<file path="config.mk">
export PLATFORM = sky130hd
export DESIGN_NAME = sram_port_ctrl
export DESIGN_NICKNAME = d
export VERILOG_FILES = /design/src/rtl/sram_port_ctrl.sv
export SDC_FILE = /design/constraint.sdc
export NUM_CORES = 1
export LEC_CHECK = 0
export ABC_CLOCK_PERIOD_IN_PS = 6100
export BUFFER_PORTS_ARGS = -buffer_cell sky130_fd_sc_hd__clkbuf_2
export CORE_UTILIZATION = 30
export DETAILED_ROUTE_END_ITERATION = 10
export GPL_ROUTABILITY_DRIVEN = 0
export GPL_TIMING_DRIVEN = 0
export PLACE_DENSITY = 0.57
export REMOVE_ABC_BUFFERS = 1
export SETUP_SLACK_MARGIN = 0.3
export SKIP_LAST_GASP = 1
export SYNTH_ARGS = -nofsm -noshare
export SYNTH_HDL_FRONTEND = slang
export SYNTH_SLANG_ARGS = --single-unit
</file>
<file path="constraint.sdc">
create_clock -name clock -period 6.1 [get_ports clock]
set_input_delay 1.22 -clock clock [delete_from_list [all_inputs] [get_ports clock]]
set_output_delay 1.22 -clock clock [all_outputs]
set_load 0.01 [all_outputs]
</file>
<file path="src/rtl/sram_port_ctrl.sv">
// rtl/sram_port_ctrl.sv - single-port SRAM front end with power-up clear and 3-deep read response FIFO
module sram_port_ctrl #(
    parameter int DATA_W = 32,
    parameter int DEPTH  = 256,
    parameter int ADDR_W = 8
) (
    input  logic              clock,
    input  logic              reset,
    input  logic              req_valid,
    output logic              req_ready,
    input  logic              req_write,
    input  logic [ADDR_W-1:0] req_addr,
    input  logic [DATA_W-1:0] req_data,
    output logic              resp_valid,
    input  logic              resp_ready,
    output logic [DATA_W-1:0] resp_data,
    output logic              init_done,
    output logic              sram_ceb,
    output logic              sram_web,
    output logic [ADDR_W-1:0] sram_a,
    output logic [DATA_W-1:0] sram_d,
    input  logic [DATA_W-1:0] sram_q
);

    localparam logic [0:0] ST_INIT = 1'b0;
    localparam logic [0:0] ST_RUN  = 1'b1;

    logic [0:0]        state;
    logic [0:0]        state_n;
    logic [ADDR_W-1:0] init_cnt;
    logic              fire;
    logic              rd_fire;
    logic              pop;
    logic              in_flight;
    logic              ready_n;
    logic [1:0]        count;
    logic [1:0]        count_n;
    logic [1:0]        wr_ptr;
    logic [1:0]        rd_ptr;
    logic [DATA_W-1:0] fifo_mem [3];

    function automatic logic [1:0] ptr_inc(input logic [1:0] p);
        return (p == 2'd2) ? 2'd0 : p + 2'd1;
    endfunction

    assign fire       = req_valid && req_ready;
    assign rd_fire    = fire && !req_write;
    assign resp_valid = (count != 2'd0);
    assign pop        = resp_valid && resp_ready;
    assign resp_data  = fifo_mem[rd_ptr];
    assign init_done  = (state == ST_RUN);

    // Next-state view used to register req_ready; the in-flight read lands in the FIFO next cycle.
    always_comb begin
        state_n = state;
        if (state == ST_INIT && init_cnt == ADDR_W'(DEPTH - 1)) begin
            state_n = ST_RUN;
        end
        count_n = count + {1'b0, in_flight} - {1'b0, pop};
        ready_n = (state_n == ST_RUN) && (({1'b0, count_n} + {2'b0, rd_fire}) < 3'd3);
    end

    // SRAM macro drive: clear writes during INIT, pass-through of a fired request in RUN.
    always_comb begin
        sram_ceb = 1'b1;
        sram_web = 1'b1;
        sram_a   = req_addr;
        sram_d   = req_data;
        if (!reset) begin
            if (state == ST_INIT) begin
                sram_ceb = 1'b0;
                sram_web = 1'b0;
                sram_a   = init_cnt;
                sram_d   = '0;
            end else if (fire) begin
                sram_ceb = 1'b0;
                sram_web = !req_write;
            end
        end
    end

    // Control state: mode, clear counter, read pipeline flag, FIFO pointers and registered ready.
    always_ff @(posedge clock or posedge reset) begin
        if (reset) begin
            state     <= ST_INIT;
            init_cnt  <= '0;
            in_flight <= 1'b0;
            count     <= 2'd0;
            wr_ptr    <= 2'd0;
            rd_ptr    <= 2'd0;
            req_ready <= 1'b0;
        end else begin
            state <= state_n;
            if (state == ST_INIT) begin
                init_cnt <= init_cnt + ADDR_W'(1);
            end
            in_flight <= rd_fire;
            count     <= count_n;
            if (in_flight) begin
                wr_ptr <= ptr_inc(wr_ptr);
            end
            if (pop) begin
                rd_ptr <= ptr_inc(rd_ptr);
            end
            req_ready <= ready_n;
        end
    end

    // Capture read data from the macro only in the cycle after a read fired.
    always_ff @(posedge clock) begin
        if (in_flight) begin
            fifo_mem[wr_ptr] <= sram_q;
        end
    end

endmodule

</file>
==> results.md <==
- Vias in the first global route: between 3000 and 4000
- Via count: between 3000 and 4000
- DR iter-0 viols: 114
- CTS Sinks: roughly 110
- HP Class: register to register
- Mapped Area: between 4000 and 5000 um2
- DP HPWL: between 7 and 8 mm
- Post-synthesis sequential area ratio: 0.700
- Largest net degree at the start of global routing: 45
- Core area: 15300 um2
- Top routing layer used: met4
- Routed wl met3: between 800 and 900 um
- Io pins: 154
- Post-synth EDFFs: between 90 and 100
- Post-synth top flop: edfxtp_1
- Slew HR: 0.392
- Area of the multi-input gates: ~1300 um2
- Max-slew violation count: 0
- Synth top area share: 0.610
- Metal1 wirelength: a little under 4 mm
- Via/cell ratio: 4.36
- Fraction of layout cells with a size suffix above 1: 0.419
- Layout Nets: approximately 560
- Post-CTS setup repair buffer count: 0
- Insertion delay to the later sink of the worst-skew pair: between 0.4 and 0.5 ns
- Storage element area: roughly 3300 um2
- Flops & latches, synth: 113
- Finished Cell Area: around 6300 um2
- Critical Path End Type: output pin
- Least-Margin Pin Slew: approximately 0.91 ns
- CTS H-tree lvls: 4
- Slowest CP cell: nor2_4
- Initial Util: 0.309
- Final Skew: 0.0120 ns
- # resized after CTS: 0
- RSZ-0062 raised after global routing: no
- Async SR Flop Fraction: 0.150
- Floorplan row count: 45
- Final-report setup violation count: 0
- Top cells by area, synth: edfxtp_1 (61%), dfrtp_1 (9.0%), mux2i_1 (6.8%)
- Chip height: 128 um
- Period utilization: 0.611
- Tmin final: around 3.7 ns
- Delay-heaviest family, CP: simple AND/OR/NAND/NOR gates
- Worst setup SP type: input port
- CP max FO: 40
- Drt first pass iters: 4
- Initial antenna violation count: 1
- WL met2: a little over 5 mm
- CTS Buf Count: 17
- P_leak: ~2.6 nW
- Die area: approximately 16000 um2
- Root Buffer: clkbuf_16
- Synth warn: 0
- Area Growth Syn to Fin: 33.7%
- DP Area: slightly below 6000 um2
- Worst path arrival time: ~2.5 ns
- DP Worst Slack: approximately 2.4 ns
- Synth area leader: edfxtp_1
- Fin. Hold Viols: 0
- Total GRT Usage: 0.131
- Synth Area per Inst: 14.8 um2
- Max-cap viol count: 0
- Pwr dens: 376 nW/um2
- Critical Path RT: 4.88 ns
- Outcome: finished, final reports clean
- Drt total wl: roughly 10 mm
- Peak VDD IR: roughly 0.00019 V
- Critical path, cell by cell: clkbuf_2 -> nor2_4 -> mux2_4 -> clkbuf_2
- Most frequent CP cell: clkbuf_2
- CTS tree: yes
- Cells after synthesis: roughly 320
- Highest clock rate: 268 MHz
- Hold buffers post-CTS: 0
- Critical setup path kind: input port to output pin
- Antenna Nets Post-Route: 0
- Gr ovfl total: 0
- Clock Path Buffers: 2
- Die Width: 128 um
- Global-route wire length before repair: between 15 and 20 mm
- Slowest stage delay, CP: about 0.69 ns
- Wire per inst: between 10 and 15 um
- WP buf/inv: 2
- Netlist cell types: 33
- Fill count: 1483
- IO buf count: 153
- Final worst slack: between 2 and 2.5 ns
- Final TNS setup: 0 ns
- DRC: 0
- Worst-path clk slew: 0.05 ns
## where the power goes
part           switching, mW  internal (mW)  leakage, nW  total (mW)
Clock                  0.326          0.585        0.278       0.911
Sequential            0.0539          0.854         1.08       0.908
Combinational          0.304          0.255         1.25       0.559
Total                  0.684           1.69         2.60        2.38
## sequential cells by signal, indices dropped and copies added, names as in the netlist
register and cells:
init_done 1, req_ready 1, wr_ptr 2, rd_ptr 2, init_cnt 8, count 2
fifo_mem 96, in_flight 1
## worst paths after layout
path,start,end,slack (ns),depth (start not counted)
setup / recovery,reset,sram_a[0],2.37,4
setup reg to reg,count[0]$_DFF_PP0_,req_ready$_DFF_PP0_,3.86,10
min in group asynchronous,reset,req_ready$_DFF_PP0_,0.94,2
hold reg to reg,wr_ptr[1]$_DFFE_PP0P_,wr_ptr[1]$_DFFE_PP0P_,0.51,1
hold / removal,wr_ptr[1]$_DFFE_PP0P_,wr_ptr[1]$_DFFE_PP0P_,0.51,1
max in group asynchronous,reset,rd_ptr[0]$_DFFE_PP0P_,4.66,2
## per-stage QoR
| stage | total power, mW | std cells | hold WS, ns | util |
|---|---|---|---|---|
| after floorplan | 1.24 | 303 | 0.456 | - |
| after global placement | 1.48 | 667 | 0.472 | 0.369 |
| after detailed placement | 1.50 | 671 | 0.487 | 0.376 |
| after CTS | 2.42 | 703 | 0.502 | 0.413 |
| after global routing | 2.50 | 703 | 0.508 | 0.413 |
| final | 2.38 | 704 | 0.506 | 0.413 |
## cells by family (layout without fill, tap and decap cells)
kind of cell / count (synthesis) / in the layout / share of synthesized area
AOI/OAI and AO/OA: 39 / 39 / 0.0445
adders and majority gates: 5 / 5 / 0.0132
muxes: 41 / 41 / 0.0955
buffers and inverters: 22 / 195 / 0.0280
and+or+nand+nor: 90 / 90 / 0.102
xor gates and xnor gates: 9 / 9 / 0.0167
DFF: 113 / 113 / 0.700
other: 0 / 1 / 0
## synth_stat cells (all sizes together), types with 2 or more instances
cell type / count
inv: 6
nand3: 2
xor2: 2
edfxtp: 96
xnor2: 7
nand2: 39
o21ai: 33
nand4b: 2
clkbuf: 3
mux2i: 32
nand2b: 3
buf: 13
a21o: 4
dfrtp: 17
mux2: 9
nor2: 5
nor3: 2
ha: 5
nor2b: 32
## cell usage in the layout, fill, tap and decap left out, types with 2 or more instances in the layout
| cell type | netlist | routed |
|---|---|---|
| mux2_4 | 8 | 8 |
| xnor2_1 | 7 | 7 |
| clkinvlp_4 | 0 | 2 |
| clkbuf_8 | 0 | 3 |
| clkbuf_2 | 0 | 153 |
| nor2_4 | 1 | 3 |
| a21o_1 | 4 | 4 |
| nand2b_1 | 3 | 3 |
| dfrtp_2 | 0 | 2 |
| mux2i_1 | 32 | 32 |
| o21ai_0 | 4 | 4 |
| buf_16 | 0 | 2 |
| buf_12 | 0 | 2 |
| dfrtp_1 | 17 | 15 |
| ha_1 | 5 | 5 |
| nor2b_1 | 32 | 32 |
| clkinv_2 | 0 | 7 |
| xor2_1 | 2 | 2 |
| nand2_1 | 39 | 39 |
| o21ai_1 | 29 | 29 |
| nand3_1 | 2 | 2 |
| clkbuf_16 | 0 | 17 |
| inv_1 | 6 | 6 |
| nor2_1 | 4 | 2 |
| edfxtp_1 | 96 | 96 |
## metal layers
metal,vias to the layer above,global-route usage
met2,155,0.241
met5,-,0
met1,1425,0.129
met3,15,0.0503
li1,1477,-
met4,0,0.0616
## cell type report
type | instances | area share
timing repair buffer | 157 | 0.136
antenna | 1 | 0.000396
multi-input combinational | 184 | 0.206
sequential | 113 | 0.524
clock buffer | 21 | 0.0744
tap | 211 | 0.0417
inverter | 6 | 0.00356
clock inverter | 11 | 0.0140
Note: power is estimated with default switching activity, not from simulation.
